[src/rtl/cache_port_arbiter.sv]
// cache_port_arbiter
// Round-robin arbiter that shares one cache request port among NUM_REQ
// requesters. The winner's payload is latched, a request is held toward the
// cache until cache_ready, and the result is handed back with a one-cycle
// req_done pulse. A watchdog aborts transactions the cache never completes.
// All outputs come straight from flops; nothing combinational reaches a port.

module cache_port_arbiter #(
  parameter int NUM_REQ = 3,
  parameter int ADDR_W  = 32,
  parameter int DATA_W  = 32,
  parameter int TIMEOUT = 64,
  parameter int CNT_W   = 7
) (
  input  logic                      clk,
  input  logic                      rst,
  input  logic [NUM_REQ-1:0]        req,
  input  logic [NUM_REQ*ADDR_W-1:0] req_addr,
  input  logic [NUM_REQ*DATA_W-1:0] req_wdata,
  input  logic [NUM_REQ-1:0]        req_rw,
  output logic [NUM_REQ-1:0]        gnt,
  output logic [NUM_REQ-1:0]        req_done,
  output logic                      req_err,
  output logic [DATA_W-1:0]         resp_rdata,
  output logic                      cache_req,
  output logic [ADDR_W-1:0]         cache_addr,
  output logic [DATA_W-1:0]         cache_wdata,
  output logic                      cache_rw,
  input  logic [DATA_W-1:0]         cache_rdata,
  input  logic                      cache_ready
);

  localparam int IDX_W = (NUM_REQ > 1) ? $clog2(NUM_REQ) : 1;

  typedef enum logic [1:0] {
    IDLE,
    BUSY,
    RESP
  } state_t;

  // Registered state.
  state_t             state;
  logic [CNT_W-1:0]   cnt;
  logic [IDX_W-1:0]   last_gnt;
  logic [IDX_W-1:0]   cur;

  // Next-state values produced by the combinational process.
  state_t             state_next;
  logic [CNT_W-1:0]   cnt_next;
  logic [IDX_W-1:0]   last_gnt_next;
  logic [IDX_W-1:0]   cur_next;
  logic [NUM_REQ-1:0] gnt_next;
  logic [NUM_REQ-1:0] req_done_next;
  logic               req_err_next;
  logic [DATA_W-1:0]  resp_rdata_next;
  logic               cache_req_next;
  logic [ADDR_W-1:0]  cache_addr_next;
  logic [DATA_W-1:0]  cache_wdata_next;
  logic               cache_rw_next;

  // Arbitration result.
  logic               pick_valid;
  logic [IDX_W-1:0]   pick_idx;

  // Per-requester views of the flat payload buses.
  logic [ADDR_W-1:0]  addr_arr  [NUM_REQ];
  logic [DATA_W-1:0]  wdata_arr [NUM_REQ];

  for (genvar i = 0; i < NUM_REQ; i++) begin : g_unpack
    assign addr_arr[i]  = req_addr[i*ADDR_W +: ADDR_W];
    assign wdata_arr[i] = req_wdata[i*DATA_W +: DATA_W];
  end

  // Index reached by stepping 'off' places past 'base', wrapping at NUM_REQ.
  function automatic logic [IDX_W-1:0] rr_index(input logic [IDX_W-1:0] base,
                                                input int               off);
    int sum;
    sum = (int'(base) + off) % NUM_REQ;
    return IDX_W'(sum);
  endfunction

  // Round-robin pick: first requesting index after last_gnt. Scanning from the
  // farthest candidate back to the nearest lets the nearest one win without a
  // found-flag chain.
  always_comb begin
    // NOTE: every combinational output gets a default before any branch, so
    // no path leaves a value unassigned and no latch is inferred.
    pick_valid = 1'b0;
    pick_idx   = '0;
    for (int off = NUM_REQ; off >= 1; off--) begin
      if (req[rr_index(last_gnt, off)]) begin
        pick_valid = 1'b1;
        pick_idx   = rr_index(last_gnt, off);
      end
    end
  end

  // Next-state and next-output logic for the IDLE/BUSY/RESP transaction FSM.
  always_comb begin
    state_next       = state;
    cnt_next         = cnt;
    last_gnt_next    = last_gnt;
    cur_next         = cur;
    gnt_next         = gnt;
    req_done_next    = '0;
    req_err_next     = 1'b0;
    resp_rdata_next  = '0;
    cache_req_next   = 1'b0;
    cache_addr_next  = cache_addr;
    cache_wdata_next = cache_wdata;
    cache_rw_next    = cache_rw;

    unique case (state)
      IDLE: begin
        if (pick_valid) begin
          cur_next           = pick_idx;
          gnt_next           = '0;
          gnt_next[pick_idx] = 1'b1;
          cache_addr_next    = addr_arr[pick_idx];
          cache_wdata_next   = wdata_arr[pick_idx];
          cache_rw_next      = req_rw[pick_idx];
          cnt_next           = '0;
          cache_req_next     = 1'b1;
          state_next         = BUSY;
        end else begin
          gnt_next = '0;
        end
      end

      BUSY: begin
        if (cache_ready) begin
          // A completion on the same cycle as the timeout still counts.
          resp_rdata_next = cache_rdata;
          req_err_next    = 1'b0;
          req_done_next   = gnt;
          state_next      = RESP;
        end else if (cnt == CNT_W'(TIMEOUT - 1)) begin
          resp_rdata_next = '0;
          req_err_next    = 1'b1;
          req_done_next   = gnt;
          state_next      = RESP;
        end else begin
          cnt_next       = cnt + 1'b1;
          cache_req_next = 1'b1;
        end
      end

      RESP: begin
        last_gnt_next = cur;
        gnt_next      = '0;
        state_next    = IDLE;
      end

      default: begin
        gnt_next   = '0;
        state_next = IDLE;
      end
    endcase
  end

  // State register and registered outputs; reset abandons any transaction.
  always_ff @(posedge clk) begin
    // NOTE: sequential state uses non-blocking assignments so every flop
    // samples the pre-edge values regardless of statement order.
    if (rst) begin
      state       <= IDLE;
      cnt         <= '0;
      last_gnt    <= IDX_W'(NUM_REQ - 1);
      cur         <= '0;
      gnt         <= '0;
      req_done    <= '0;
      req_err     <= 1'b0;
      resp_rdata  <= '0;
      cache_req   <= 1'b0;
      cache_addr  <= '0;
      cache_wdata <= '0;
      cache_rw    <= 1'b0;
    end else begin
      state       <= state_next;
      cnt         <= cnt_next;
      last_gnt    <= last_gnt_next;
      cur         <= cur_next;
      gnt         <= gnt_next;
      req_done    <= req_done_next;
      req_err     <= req_err_next;
      resp_rdata  <= resp_rdata_next;
      cache_req   <= cache_req_next;
      cache_addr  <= cache_addr_next;
      cache_wdata <= cache_wdata_next;
      cache_rw    <= cache_rw_next;
    end
  end

endmodule

[config.mk]
export PLATFORM = sky130hd
export DESIGN_NAME = cache_port_arbiter
export DESIGN_NICKNAME = d
export VERILOG_FILES = /design/src/rtl/cache_port_arbiter.sv
export SDC_FILE = /design/constraint.sdc
export NUM_CORES = 1
export LEC_CHECK = 0
export ABC_CLOCK_PERIOD_IN_PS = 2400
export CAP_MARGIN = 10
export CELL_PAD_IN_SITES_DETAIL_PLACEMENT = 1
export CELL_PAD_IN_SITES_GLOBAL_PLACEMENT = 1
export CORE_UTILIZATION = 24
export CTS_CLUSTER_DIAMETER = 200
export CTS_CLUSTER_SIZE = 10
export DETAILED_ROUTE_END_ITERATION = 10
export PLACE_DENSITY_LB_ADDON = 0.1
export SETUP_SLACK_MARGIN = 0.2
export SKIP_CTS_REPAIR_TIMING = 1
export SYNTH_ARGS = -nofsm -noshare
export SYNTH_HDL_FRONTEND = slang
export SYNTH_SLANG_ARGS = --single-unit
[constraint.sdc]
create_clock -name clk -period 2.4 [get_ports clk]
set_input_delay 0.24 -clock clk [delete_from_list [all_inputs] [get_ports clk]]
set_output_delay 0.24 -clock clk [all_outputs]
set_load 0.005 [all_outputs]
==> results.cfg <==
[status]
outcome = complete, but fails checks
violations = DRC

[timing]
finalMaxSlewViolations = 0
worst-slew-pin-transition_ns = 0.6115
setup_repair_after_global_routing_missed_its_margin = yes
clock.fmax_ghz = 0.4289
setup-violations-final = 0
clock-skew-final_ns = 0.01032
timing.final.hold_violations = 0
min_period_ns = 2.331
min_setup_slack_post_route_ns = 0.06859
min_period_over_period_pct = 97.14
max-slew-margin-rel_pct = 59.23

[worst_setup_path]
setup.worst_path.end_class = register
critical-path-slowest-cell = sky130_fd_sc_hd__dfxtp_4
critical_path.cell_chain = inv_4 > ha_4 > mux2_4 > o22ai_4 > nand2b_4 > a31oi_4 > buf_12 > buf_12 > buf_12 > mux2i_1 > a211oi_2
critical-path-top-cell-by-count = sky130_fd_sc_hd__buf_12
cp_data_arrival_time_ns = 2.60
setup.worst_path.class = reg -> reg
worstSetupStartpointType = register
cp_data_required_time_ns = 2.66
largest_stage_delay_on_the_critical_path_ns = 0.39
crit_path_max_fanout = 8

[placed_design]
count_of_port_buffers_added_during_placement = 337
routabilityCongestion = 0.8445
post-dp-hpwl_um = 16310
pre_cts_ws_ns = -0.1334
dpl.cell_count = 1107
area_of_placed_instances_um2 = 9248

[routing]
antenna_left = 0
drt_pre_antenna_iters = 10
avgViaCountPerCell = 4.825
detailedRoute.firstIterationViolations = 181
postRouteWirelength_um = 23150
route.vias.total = 5582
drc = 32
wl_per_cell_um = 20.01

[synth]
postSynthRegisterBits = 118
netlist_area_um2 = 5399
synth_cell_type_count = 41
synth-warning-count = 0
synth_cells = 504
syn-mean-instance-area_um2 = 10.71
leading_register_cell_type_out_of_synthesis = sky130_fd_sc_hd__dfxtp_1
post_synth_edffs = 0
post_synthesis_net_count = 742
seq_area_frac_synth_pct = 43.75
synth_async_sr_flop_share_pct = 0

[grt]
number_of_global_route_vias_before_repair = 6015
wire_length_of_the_first_global_routing_pass_um = 33590
largest_net_degree_at_the_start_of_global_routing = 46
gr_util_met3_pct = 6.959
grt_most_used_layer = met2
met1_usage_pct = 20.21
grtUsageMet2_pct = 33.27
antenna_found_initial = 3
grtUsageTotal_pct = 18.51
overflow_after_grt = 0

[cells_and_area]
layout-area-overhead-vs-synth_pct = 92.40
finish.cell_count_without_fillers = 1157
final.fill_count = 2307
drive_gt1_share_pct = 19.11
finish.net_count = 1099
utilization_pct = 47.30
postLayoutCellArea_um2 = 10390

[power_and_ir_drop]
total_switching_power_mw = 1.935
power.static_leakage_nw = 3.914
share_comb_of_total_power_pct = 29.2
internal-power_mw = 4.933
share_seq_of_total_power_pct = 33.0
clockPowerShare_pct = 37.7
worst_case_vdd_ir_drop_uv = 439.8
power.density_cell_area_nw_per_um2 = 661.1
switching_share_pct = 28.17

[floorplanning]
die_outline_area_um2 = 23100
num_rows = 54
initial_core_util_pct = 24.59
vert_die_dim_um = 152.0
die_width_um = 152.0
coreArea_um2 = 21960
ioPinCount = 338

[cts]
clk_path_buf_depth = 2
cts_num_sinks = 118
htree_num_levels = 4
cts_buffers = 17
insertion_delay_ns = 0.41
tritoncts_clock_tree = yes
clock_tree.root_cell = sky130_fd_sc_hd__clkbuf_16
path_clk_slew_ns = 0.06

[job]
max_cap_viol_count = 0

[hold_path]
worst_hold_path_type = in -> reg
[synthesized netlist by cell type (3+ instances only)]
cell | n | area share (%)
sky130_fd_sc_hd__a211oi_1 | 15 | 2.1
sky130_fd_sc_hd__ha_1 | 5 | 1.2
sky130_fd_sc_hd__o21ai_0 | 3 | 0.28
sky130_fd_sc_hd__a211oi_2 | 32 | 7.4
sky130_fd_sc_hd__nand2b_1 | 24 | 2.8
sky130_fd_sc_hd__nor3_1 | 6 | 0.56
sky130_fd_sc_hd__nand4_1 | 3 | 0.35
sky130_fd_sc_hd__nand2_1 | 12 | 0.83
sky130_fd_sc_hd__nor2_1 | 8 | 0.56
sky130_fd_sc_hd__a21oi_1 | 4 | 0.37
sky130_fd_sc_hd__o221ai_1 | 19 | 3.1
sky130_fd_sc_hd__buf_12 | 4 | 1.5
sky130_fd_sc_hd__nor2b_1 | 3 | 0.35
sky130_fd_sc_hd__o22ai_1 | 48 | 5.6
sky130_fd_sc_hd__mux2i_1 | 70 | 13
sky130_fd_sc_hd__nand4b_1 | 20 | 3.2
sky130_fd_sc_hd__inv_1 | 4 | 0.28
sky130_fd_sc_hd__buf_2 | 9 | 0.83
sky130_fd_sc_hd__xor2_1 | 4 | 0.65
sky130_fd_sc_hd__buf_4 | 7 | 0.97
sky130_fd_sc_hd__and3_1 | 33 | 3.8
sky130_fd_sc_hd__buf_6 | 3 | 0.63
sky130_fd_sc_hd__clkbuf_1 | 26 | 1.8
sky130_fd_sc_hd__dfxtp_1 | 118 | 44
sky130_fd_sc_hd__and2_1 | 4 | 0.46
[per-stage QoR]
step	power, mW	setup TNS (ns)	hold WS, ns
global placement	4.058	-0.7885	0.4472
global route	7.177	0	0.1246
CTS	6.749	-4.119	0.1155
detailed placement	4.099	-4.401	0.4484
finish	6.867	0	0.1303
floorplan	3.039	0	0.3167
[critical path, delay by kind of cell, from the launching register on]
kind	cells	cell delay (ns)
DFF	1	0.39
adders and majority gates	1	0.17
and+or+nand+nor	1	0.07
muxes	2	0.58
buffers and inverters	4	0.49
AOI/OAI and AO/OA	3	0.48
[registers in the layout, indices dropped and copies added (netlist names)]
signal       flops
req_done         3
state            2
cnt              7
cur              2
resp_rdata      32
cache_req        1
cache_rw         1
last_gnt         2
cache_wdata     32
cache_addr      32
req_err          1
gnt              3
[area by class of cell]
class / count / area (um2) / area share, %
repair buffers: 387 / 4044 / 38.93
diodes: 3 / 7.507 / 0.07227
flip-flops and latches: 118 / 2370 / 22.81
well taps: 280 / 350.3 / 3.373
clock inverters: 15 / 171.4 / 1.650
clock buffers: 17 / 425.4 / 4.095
inverters: 4 / 25.02 / 0.2409
multi-input cells: 333 / 2994 / 28.82
[path summary, 6_finish.rpt]
path | start | to | slack (ns) | cells after the start
max reg2reg | last_gnt[0] | cache_addr[17] | 0.07 | 11
max | last_gnt[0] | cache_addr[17] | 0.07 | 11
min reg2reg | cnt[6] | cnt[6] | 0.46 | 2
min | rst | cache_req | 0.13 | 2
[cell usage in the layout (no fill, tap or decap), types with 3 or more instances in the layout]
| cell | instances |
|---|---|
| sky130_fd_sc_hd__nand4b_1 | 20 |
| sky130_fd_sc_hd__mux2i_1 | 48 |
| sky130_fd_sc_hd__diode_2 | 3 |
| sky130_fd_sc_hd__o21ai_0 | 3 |
| sky130_fd_sc_hd__and3_1 | 33 |
| sky130_fd_sc_hd__nor2b_4 | 3 |
| sky130_fd_sc_hd__buf_8 | 3 |
| sky130_fd_sc_hd__inv_8 | 3 |
| sky130_fd_sc_hd__nand2_2 | 3 |
| sky130_fd_sc_hd__dfxtp_1 | 116 |
| sky130_fd_sc_hd__and2_1 | 4 |
| sky130_fd_sc_hd__a21oi_1 | 4 |
| sky130_fd_sc_hd__nand2_1 | 9 |
| sky130_fd_sc_hd__o22ai_1 | 47 |
| sky130_fd_sc_hd__clkinv_4 | 4 |
| sky130_fd_sc_hd__xor2_1 | 4 |
| sky130_fd_sc_hd__o221ai_1 | 18 |
| sky130_fd_sc_hd__buf_12 | 11 |
| sky130_fd_sc_hd__nor2_1 | 8 |
| sky130_fd_sc_hd__nand2b_1 | 22 |
| sky130_fd_sc_hd__nand4_1 | 3 |
| sky130_fd_sc_hd__a211oi_2 | 34 |
| sky130_fd_sc_hd__buf_4 | 23 |
| sky130_fd_sc_hd__clkdlybuf4s50_1 | 336 |
| sky130_fd_sc_hd__mux2_4 | 3 |
| sky130_fd_sc_hd__mux2i_2 | 15 |
| sky130_fd_sc_hd__inv_6 | 3 |
| sky130_fd_sc_hd__nor3_1 | 6 |
| sky130_fd_sc_hd__buf_6 | 8 |
| sky130_fd_sc_hd__a211oi_1 | 13 |
| sky130_fd_sc_hd__clkbuf_16 | 22 |
| sky130_fd_sc_hd__mux2i_4 | 8 |
[power groups by stage]
stage               registers, mW  clock network [mW]  logic, mW
CTS                          2.27                2.68       1.80
global placement             2.30                   0       1.76
floorplan                    2.31                   0      0.733
global route                 2.29                2.75       2.13
detailed placement           2.31                   0       1.79
finish                       2.27                2.59       2.01
[metal layers]
layer | vias up | part of all wire [%]
li1 | 2655 | -
met1 | 2689 | 39
met2 | 221 | 51
met3 | 17 | 7.8
met4 | 0 | 1.6
met5 | - | 0
[cells by family (layout without fill, tap and decap cells)]
family / count (synthesis) / count (layout) / share of synthesized area (%)
adders and majority gates: 5 / 5 / 1.159
and+or+nand+nor: 120 / 120 / 14.09
DFF: 118 / 118 / 43.75
AOI/OAI and AO/OA: 130 / 130 / 20.25
muxes: 74 / 74 / 14.09
other: 0 / 3 / 0
buffers and inverters: 53 / 423 / 6.002
xor gates and xnor gates: 4 / 4 / 0.6488
(Power assumes the default switching activity.)
